**src/rtl/switch_debouncer.sv**
```systemverilog
// switch_debouncer: per-bit two-flop synchronizer plus stability counter, with registered rise/fall strobes
module switch_debouncer #(
    parameter int WIDTH         = 3,
    parameter int STABLE_CYCLES = 500000,
    parameter int CNT_W         = $clog2(STABLE_CYCLES + 1)
) (
    input  logic             clk,
    input  logic             rst_n,
    input  logic [WIDTH-1:0] raw_in,
    output logic [WIDTH-1:0] clean_out,
    output logic [WIDTH-1:0] rise,
    output logic [WIDTH-1:0] fall
);
    logic [WIDTH-1:0] sync1, sync2, diff, done;
    logic [CNT_W-1:0] cnt [WIDTH];
    assign diff = sync2 ^ clean_out;
    for (genvar i = 0; i < WIDTH; i++) begin : g_done
        assign done[i] = diff[i] && (cnt[i] == CNT_W'(STABLE_CYCLES - 1));
    end
    always_ff @(posedge clk or negedge rst_n) begin
        if (!rst_n) begin
            sync1     <= '0;
            sync2     <= '0;
            clean_out <= '0;
            rise      <= '0;
            fall      <= '0;
            for (int j = 0; j < WIDTH; j++) cnt[j] <= '0;
        end else begin
            sync1     <= raw_in;
            sync2     <= sync1;
            clean_out <= clean_out ^ done;
            rise      <= done & sync2;
            fall      <= done & ~sync2;
            // Any return to the committed level, or a commit, restarts the count
            for (int j = 0; j < WIDTH; j++) cnt[j] <= (diff[j] && !done[j]) ? cnt[j] + 1'b1 : '0;
        end
    end
endmodule
```
**config.mk**
```make
export PLATFORM = sky130hd
export DESIGN_NAME = switch_debouncer
export DESIGN_NICKNAME = d
export VERILOG_FILES = /design/src/rtl/switch_debouncer.sv
export SDC_FILE = /design/constraint.sdc
export NUM_CORES = 1
export LEC_CHECK = 0
export ABC_AREA = 1
export CORE_MARGIN = 2
export CORE_UTILIZATION = 60
export CTS_CLUSTER_DIAMETER = 120
export DETAILED_ROUTE_END_ITERATION = 7
export PLACE_DENSITY = 0.87
export SLEW_MARGIN = 15
export SYNTH_ARGS = -nofsm -noshare
export SYNTH_HDL_FRONTEND = slang
export SYNTH_SLANG_ARGS = --single-unit
```
**constraint.sdc**
```tcl
create_clock -name clk -period 1.81 [get_ports clk]
set_input_delay 0.362 -clock clk [delete_from_list [all_inputs] [get_ports clk]]
set_output_delay 0.362 -clock clk [all_outputs]
set_load 0.005 [all_outputs]
```
Yosys cells after proc, flatten, opt, wreduce, memory -nomap -nowiden
Cells that the tools add are included.
{"block": "totals", "ff_bits": 72, "output_inout_bits": 9, "elab_cells": 31}
{"block": "classes", "n_addsub": 3, "eq_ne": 3, "n_mux": 3, "n_bitwise": 5, "reduce_logical": 9}
{"cell": "adder 19 x 1 -> 19 bit (second input constant)", "n": 3}
{"cell": "== test 19 bit (second input constant)", "n": 3}
{"cell": "two-way mux 19 bit", "n": 3}
{"cell": "AND 3 bit", "n": 2}
{"cell": "logical AND 1 bit", "n": 6}
{"cell": "bitwise XOR 3 bit", "n": 2}
{"cell": "logical NOT 1 bit", "n": 3}
{"cell": "inverter 3 bit", "n": 1}

Longest topological paths before layout
Gate-level depths: netlist of the first run.
{"block": "depth", "word_depth": 5, "depth_mapped": 9, "mapped_depth_nobuf": 9}

Worst setup path after synthesis of the first run
No wires, ideal clock.
{"block": "synth_timing", "kind": "register to register", "from": "register cnt[19] (netlist name)", "to": "register cnt[35] (netlist name)", "setup_ps": 119, "arrival_time_ps": 1242, "t_required_ps": 1691, "setup_slack_ps": 449, "stages_incl_launch_ff": 8, "synth_period_minus_slack_ps": 1361, "path_cell_list": "dfrtp_1 > ha_1 > nand2_1 > nor2_1 > nand3_2 > nand2_4 > buf_6 > nor2_1"}
{"block": "synth_between", "elab_chain_len": 5, "word_cells_on_any_way": 6}
{"element": "start: declaration", "line_no": "15", "source": "logic [CNT_W-1:0] cnt [WIDTH];"}
{"element": "branches (longest 4 deep; another with adder 19 x 1 -> 19 bit)"}
{"element": "two-way mux 19 bit *", "line_no": "35", "source": "for (int j = 0; j < WIDTH; j++) cnt[j] <= (diff[j] && !done[j]) ? cnt[j] + 1'b1 : '0;"}
Mark *: on every way between the ends.

==> results.sh, run 1 <==
export IMPL_die_x_um=83.0
export IMPL_ys_flop_type="dfrtp_1"
export IMPL_ys_seq_area_share_pct=48.1
export IMPL_min_period_over_period_pct=89.4
export IMPL_postSynthCellCount=486
export IMPL_relSlewSlack_pct=75.5
export IMPL_gp_congestion=0.964
export IMPL_endpoint_kind="output port"
export IMPL_final_hold_viol_count=0
export IMPL_instances_no_fill=587
export IMPL_p_leak_nw=1.83
export IMPL_hp_class="in2async"
export IMPL_fin_tns_setup_ns=0
export IMPL_cts_tree="done"
export IMPL_grt_max_degree=73
export IMPL_io_buffers=13
export IMPL_period_minus_slack_ns=1.62
export IMPL_synthArstFlopShare_pct=100
export IMPL_drtIter0Drc=228
export IMPL_cp_cell_sequence="clkdlybuf4s50_1"
export IMPL_synth_simple_area_share_pct=35.0
export IMPL_clock_sinks=72
export IMPL_cts_buffer_depth=2
export IMPL_worstSetupPathType="reg2out"
export IMPL_post_cts_buffers=0
export IMPL_root_buffer="clkbuf_8"
export IMPL_routed_via_density=5.18
export IMPL_route_detailed_wl_per_inst_um=12.3
export IMPL_synth_top_area_cell="dfrtp_1"
export IMPL_startpoint_type="register"
export IMPL_tightestPinTransition_ns=0.368
export IMPL_grt_ovfl_total=0
export IMPL_muxShareOfSynthArea_pct=0
export IMPL_postSynthAreaPerCell_um2=7.70
export IMPL_grt_pass1_wl_um=12700
export IMPL_cts_repair_resized=0
export IMPL_synth_top_area_share_pct=48.1
export IMPL_core_area_um2=5990
export IMPL_rows=28
export IMPL_fin_skew_ns=0.0132
export IMPL_grt_pass1_vias=2935
export IMPL_fp_dieArea_um2=6890
export IMPL_dieHeight_um=83.0
export IMPL_synth_area_leaders="dfrtp_1, nor2_1, nand2_1"
export IMPL_crit_buf_inv=1
export IMPL_post_place_cells=572
export IMPL_slew_violations=0
export IMPL_outcome="completed"
export IMPL_drive_above_1_share_pct=6.45
export IMPL_yosys_top_cells_count="nor2_1, nand2_1, dfrtp_1"
export IMPL_pwr_density_cell_nw_per_um2=765
export IMPL_cts_htree_levels=3
export IMPL_rsz0062_at_grt="false"
export IMPL_synth_top_family_by_area="simple AND/OR/NAND/NOR gates"
export IMPL_cp_data_required_time_ns=1.45
export IMPL_finalNetCount=516
export IMPL_hold_buffers=0
export IMPL_syn_to_final_growth_pct=11.3
export IMPL_grt_util_all_layers_pct=22.3
export IMPL_drc=0
export IMPL_syn_num_nets=494
export IMPL_io_pins=14
export IMPL_totalWireLength_um=7240
export IMPL_synthAdderAreaFrac_pct=1.00
export IMPL_ir_worst_vdd_mv=0.454
export IMPL_synth_enable_flop_cells=0
export IMPL_synth_cell_types=23
export IMPL_synth_xor_area_share_pct=7.95
export IMPL_grt_antenna_before_repair=0
export IMPL_vias=3040
export IMPL_slowest_delay_ns=0.52
export IMPL_crit_fanout=4
export IMPL_max_freq_ghz=0.618
export IMPL_cp_arrival_ns=1.26
export IMPL_slowest_stage="clkdlybuf4s50_1"
export IMPL_numCtsBuffers=9
export IMPL_hpwl_um=5060
export IMPL_synth_compound_area_share_pct=1.34
export IMPL_setup_viol=0
export IMPL_clk_latency_ns=0.36
export IMPL_yosys_register_bits=72
export IMPL_n_antenna_cell=0
export IMPL_yosysMostFrequentCell="nor2_1"
export IMPL_yosys_warnings=0
export IMPL_clk_pin_slew_worst_paths_ns=0.08
export IMPL_drtAntennaViolNets=0
export IMPL_cpLargestDelayFamily="buffers and inverters"
export IMPL_netlist_area_um2=3740
export IMPL_drt_first_pass_iters=4
export IMPL_cap_viol_max_count=0
export IMPL_start_util_pct=62.5
export IMPL_total_power_w=0.00318
-- registers in the layout, summed over array words and instances (netlist names), named ones only --
name	cells
fall	3
rise	3
sync1	3
sync2	3
cnt	57
-- area by class of cell --
cell class	count	area (µm²)
Clock inverter	3	65.1
Fill cell	464	1830
Timing Repair Buffer	14	145
Clock buffer	12	155
Inverter	56	210
Multi-Input combinational cell	355	1690
Tap cell	75	93.8
Sequential cell	72	1800
-- metrics by stage --
step / hold WS (ns) / setup WS [ns] / utilization (%) / cell area (µm²)
floorplan: 0.0664 / 0.449 / - / 3740
global placement: 0.335 / 0.319 / 65.9 / 3950
detailed placement: 0.337 / 0.274 / 65.9 / 3950
CTS: 0.0391 / 0.170 / 69.5 / 4170
global route: 0.0649 / 0.136 / 69.5 / 4170
finish: 0.0257 / 0.193 / 69.5 / 4170
-- worst paths after layout --
kind                       startpoint            to  slack, ns  cells past startpoint
max in group asynchronous       rst_n       cnt[36]       1.50                      2
min reg2reg                  sync1[1]      sync2[1]       0.35                      0
max reg2reg                   cnt[38]       cnt[43]       0.28                      6
max                          register  clean_out[2]       0.19                      1
min in group clk             sync1[1]      sync2[1]       0.35                      0
min                             rst_n       cnt[53]       0.03                      2
-- power by group --
group	switching (W)	internal, W	leakage [nW]
sequential	0.0000153	0.00163	0.985
combinational	0.0000770	0.0000340	0.734
clock	0.000585	0.000843	0.112
total	0.000677	0.00251	1.83
-- per-layer routing --
metal,routed length [µm],vias up,GRT usage [%]
li1,-,1521,-
met1,3310,1429,29.5
met2,3480,77,36.1
met3,332,13,4.17
met4,121,0,9.84
met5,0,-,0
-- kinds of logic after synthesis --
family                     count (synthesis)
xor gates and xnor gates                  34
DFF                                       72
adders and majority gates                  3
and+or+nand+nor                          309
buffers and inverters                     59
AOI/OAI and AO/OA                          9
-- cell usage in the layout, fill, tap and decap left out --
cell / Yosys / routed
a21oi_1: 2 / 2
and2_1: 3 / 3
buf_12: 0 / 1
buf_2: 0 / 1
bufinv_16: 0 / 2
clkbuf_1: 0 / 1
clkbuf_8: 0 / 11
clkdlybuf4s50_1: 0 / 12
clkinv_2: 0 / 1
dfrtp_1: 72 / 72
ha_1: 3 / 3
inv_1: 56 / 56
nand2_1: 120 / 120
nand2_2: 2 / 2
nand2_4: 3 / 3
nand3_1: 27 / 27
nand3_2: 3 / 3
nand4_1: 9 / 9
nor2_1: 127 / 127
nor2_2: 6 / 6
nor3_1: 5 / 5
nor3_2: 2 / 2
o21ai_0: 5 / 5
o21bai_1: 2 / 2
or2_1: 1 / 1
or2_2: 1 / 1
xnor2_1: 10 / 10
xor2_1: 24 / 24
Note: power is estimated with default switching activity, not from simulation.
==> run 2: changes to the inputs <==
--- a/config.mk
+++ b/config.mk
@@ -8,6 +8,7 @@
 export ABC_AREA = 1
 export CORE_MARGIN = 2
 export CORE_UTILIZATION = 60
+export CTS_BUF_LIST = sky130_fd_sc_hd__clkbuf_8 sky130_fd_sc_hd__clkbuf_16
 export CTS_CLUSTER_DIAMETER = 120
 export DETAILED_ROUTE_END_ITERATION = 7
 export PLACE_DENSITY = 0.87
==> run 2 against run 1 <==
  * Clock skew down 0.00064 ns
  * First-iteration DRC count stayed put
  * Worst setup slack barely moved
  * Critical endpoint unchanged
  * Wire length about the same
  * Sequential cell count unchanged
  * Largest power group unchanged
  * Total power is 0.17% lower
  * Non-clock buffer count unchanged
  * Hold slack gained 0.00061 ns
  * Clock-buffer cell count shrank 1
==> results.sh, run 2 (synthesis results as in run 1) <==
export IMPL_outcome="completed"
export IMPL_layout_common_cells="nor2_1, nand2_1, dfrtp_1"
export IMPL_cts_repair_resized=0
export IMPL_drtAntennaViolNets=0
export IMPL_clk_pin_slew_worst_paths_ns=0.08
export IMPL_drive_above_1_share_pct=6.45
export IMPL_io_buffers=13
export IMPL_totalWireLength_um=7240
export IMPL_grt_pass1_vias=2935
export IMPL_drc=0
export IMPL_ir_worst_vdd_mv=0.454
export IMPL_drt_first_pass_iters=4
export IMPL_rsz0062_at_grt="false"
export IMPL_period_minus_slack_ns=1.62
export IMPL_core_area_um2=5990
export IMPL_root_buffer="clkbuf_8"
export IMPL_final_hold_viol_count=0
export IMPL_r2r_start="cnt[38]"
export IMPL_worstSetupPathType="reg2out"
export IMPL_routed_via_density=5.18
export IMPL_post_cts_buffers=0
export IMPL_syn_to_final_growth_pct=11.3
export IMPL_slowest_delay_ns=0.52
export IMPL_dieHeight_um=83.0
export IMPL_fp_dieArea_um2=6890
export IMPL_fin_skew_ns=0.0125
export IMPL_largest_register_ff_count=57
export IMPL_setup_viol=0
export IMPL_fin_tns_setup_ns=0
export IMPL_rows=28
export IMPL_hold_ws_ns=0.0263
export IMPL_slew_violations=0
export IMPL_startpoint_type="register"
export IMPL_regMostFlops="cnt"
export IMPL_route_detailed_wl_per_inst_um=12.3
export IMPL_cts_buffer_depth=2
export IMPL_numCtsBuffers=9
export IMPL_cp_cell_sequence="clkdlybuf4s50_1"
export IMPL_gp_congestion=0.964
export IMPL_grt_pass1_wl_um=12700
export IMPL_slowest_stage="clkdlybuf4s50_1"
export IMPL_drtIter0Drc=228
export IMPL_n_antenna_cell=0
export IMPL_io_pins=14
export IMPL_vias=3038
export IMPL_crit_buf_inv=1
export IMPL_cp_arrival_ns=1.26
export IMPL_die_x_um=83.0
export IMPL_cp_data_required_time_ns=1.45
export IMPL_finalNetCount=516
export IMPL_grt_max_degree=73
export IMPL_hold_buffers=0
export IMPL_hpwl_um=5060
export IMPL_min_period_over_period_pct=89.4
export IMPL_layout_commonest_cell="nor2_1"
export IMPL_endpoint_kind="output port"
export IMPL_cap_viol_max_count=0
export IMPL_cts_tree="done"
export IMPL_relSlewSlack_pct=75.5
export IMPL_max_freq_ghz=0.618
export IMPL_cts_htree_levels=3
export IMPL_tightestPinTransition_ns=0.368
export IMPL_grt_util_all_layers_pct=22.3
export IMPL_clock_sinks=72
export IMPL_p_leak_nw=1.84
export IMPL_utilization_pct=69.5
export IMPL_start_util_pct=62.5
export IMPL_cpLargestDelayFamily="buffers and inverters"
export IMPL_grt_antenna_before_repair=0
export IMPL_grt_ovfl_total=0
export IMPL_pwr_density_cell_nw_per_um2=763
export IMPL_clk_latency_ns=0.36
export IMPL_hp_class="in2async"
export IMPL_crit_fanout=4
## run 2: cell count changes in the layout (fill, tap and decap cells not counted)
cell / delta
clkbuf_1: -1
inv_1: +1
## run 2: routing by layer
layer  routed length, µm  part of all wire (%)  GRT usage, %  vias up
li1                    -                     -             -     1522
met1                3310                    46          29.5     1432
met2                3490                    48          36.1       71
met3                 319                   4.4          4.17       13
met4                 121                   1.7          9.84        0
met5                   0                     0             0        -
## run 2: cell type report
cell class | count | area (µm²)
Tap cell | 75 | 93.8
Clock buffer | 11 | 151
Multi-Input combinational cell | 355 | 1690
Clock inverter | 4 | 68.8
Timing Repair Buffer | 14 | 145
Sequential cell | 72 | 1800
Inverter | 56 | 210
Fill cell | 464 | 1830
## run 2: power breakdown
group          switching [W]  total (W)  internal (W)  leakage (nW)
Clock               0.000585    0.00142      0.000837         0.117
Combinational      0.0000771   0.000111     0.0000340         0.734
Sequential         0.0000153    0.00165       0.00163         0.985
Total               0.000677    0.00318       0.00250          1.84
## run 2: worst paths after layout
| kind | to | slack, ns | depth (start not counted) |
|---|---|---|---|
| max | clean_out[2] | 0.19 | 1 |
| min | cnt[42] | 0.03 | 2 |
| max reg2reg | cnt[43] | 0.27 | 6 |
| min reg2reg | sync2[1] | 0.35 | 0 |
| max in group asynchronous | cnt[36] | 1.50 | 2 |
| min in group clk | sync2[1] | 0.35 | 0 |
## run 2: per-stage QoR
stage          setup WS, ns  power [W]  cells  area [µm²]
6_report              0.193    0.00318    587        4170
5_1_grt               0.136    0.00327    587        4170
4_1_cts               0.170    0.00319    587        4170
3_5_place_dp          0.274    0.00179    572        3950
3_3_place_gp          0.319    0.00179    572        3950
2_1_floorplan         0.449    0.00174    486        3740
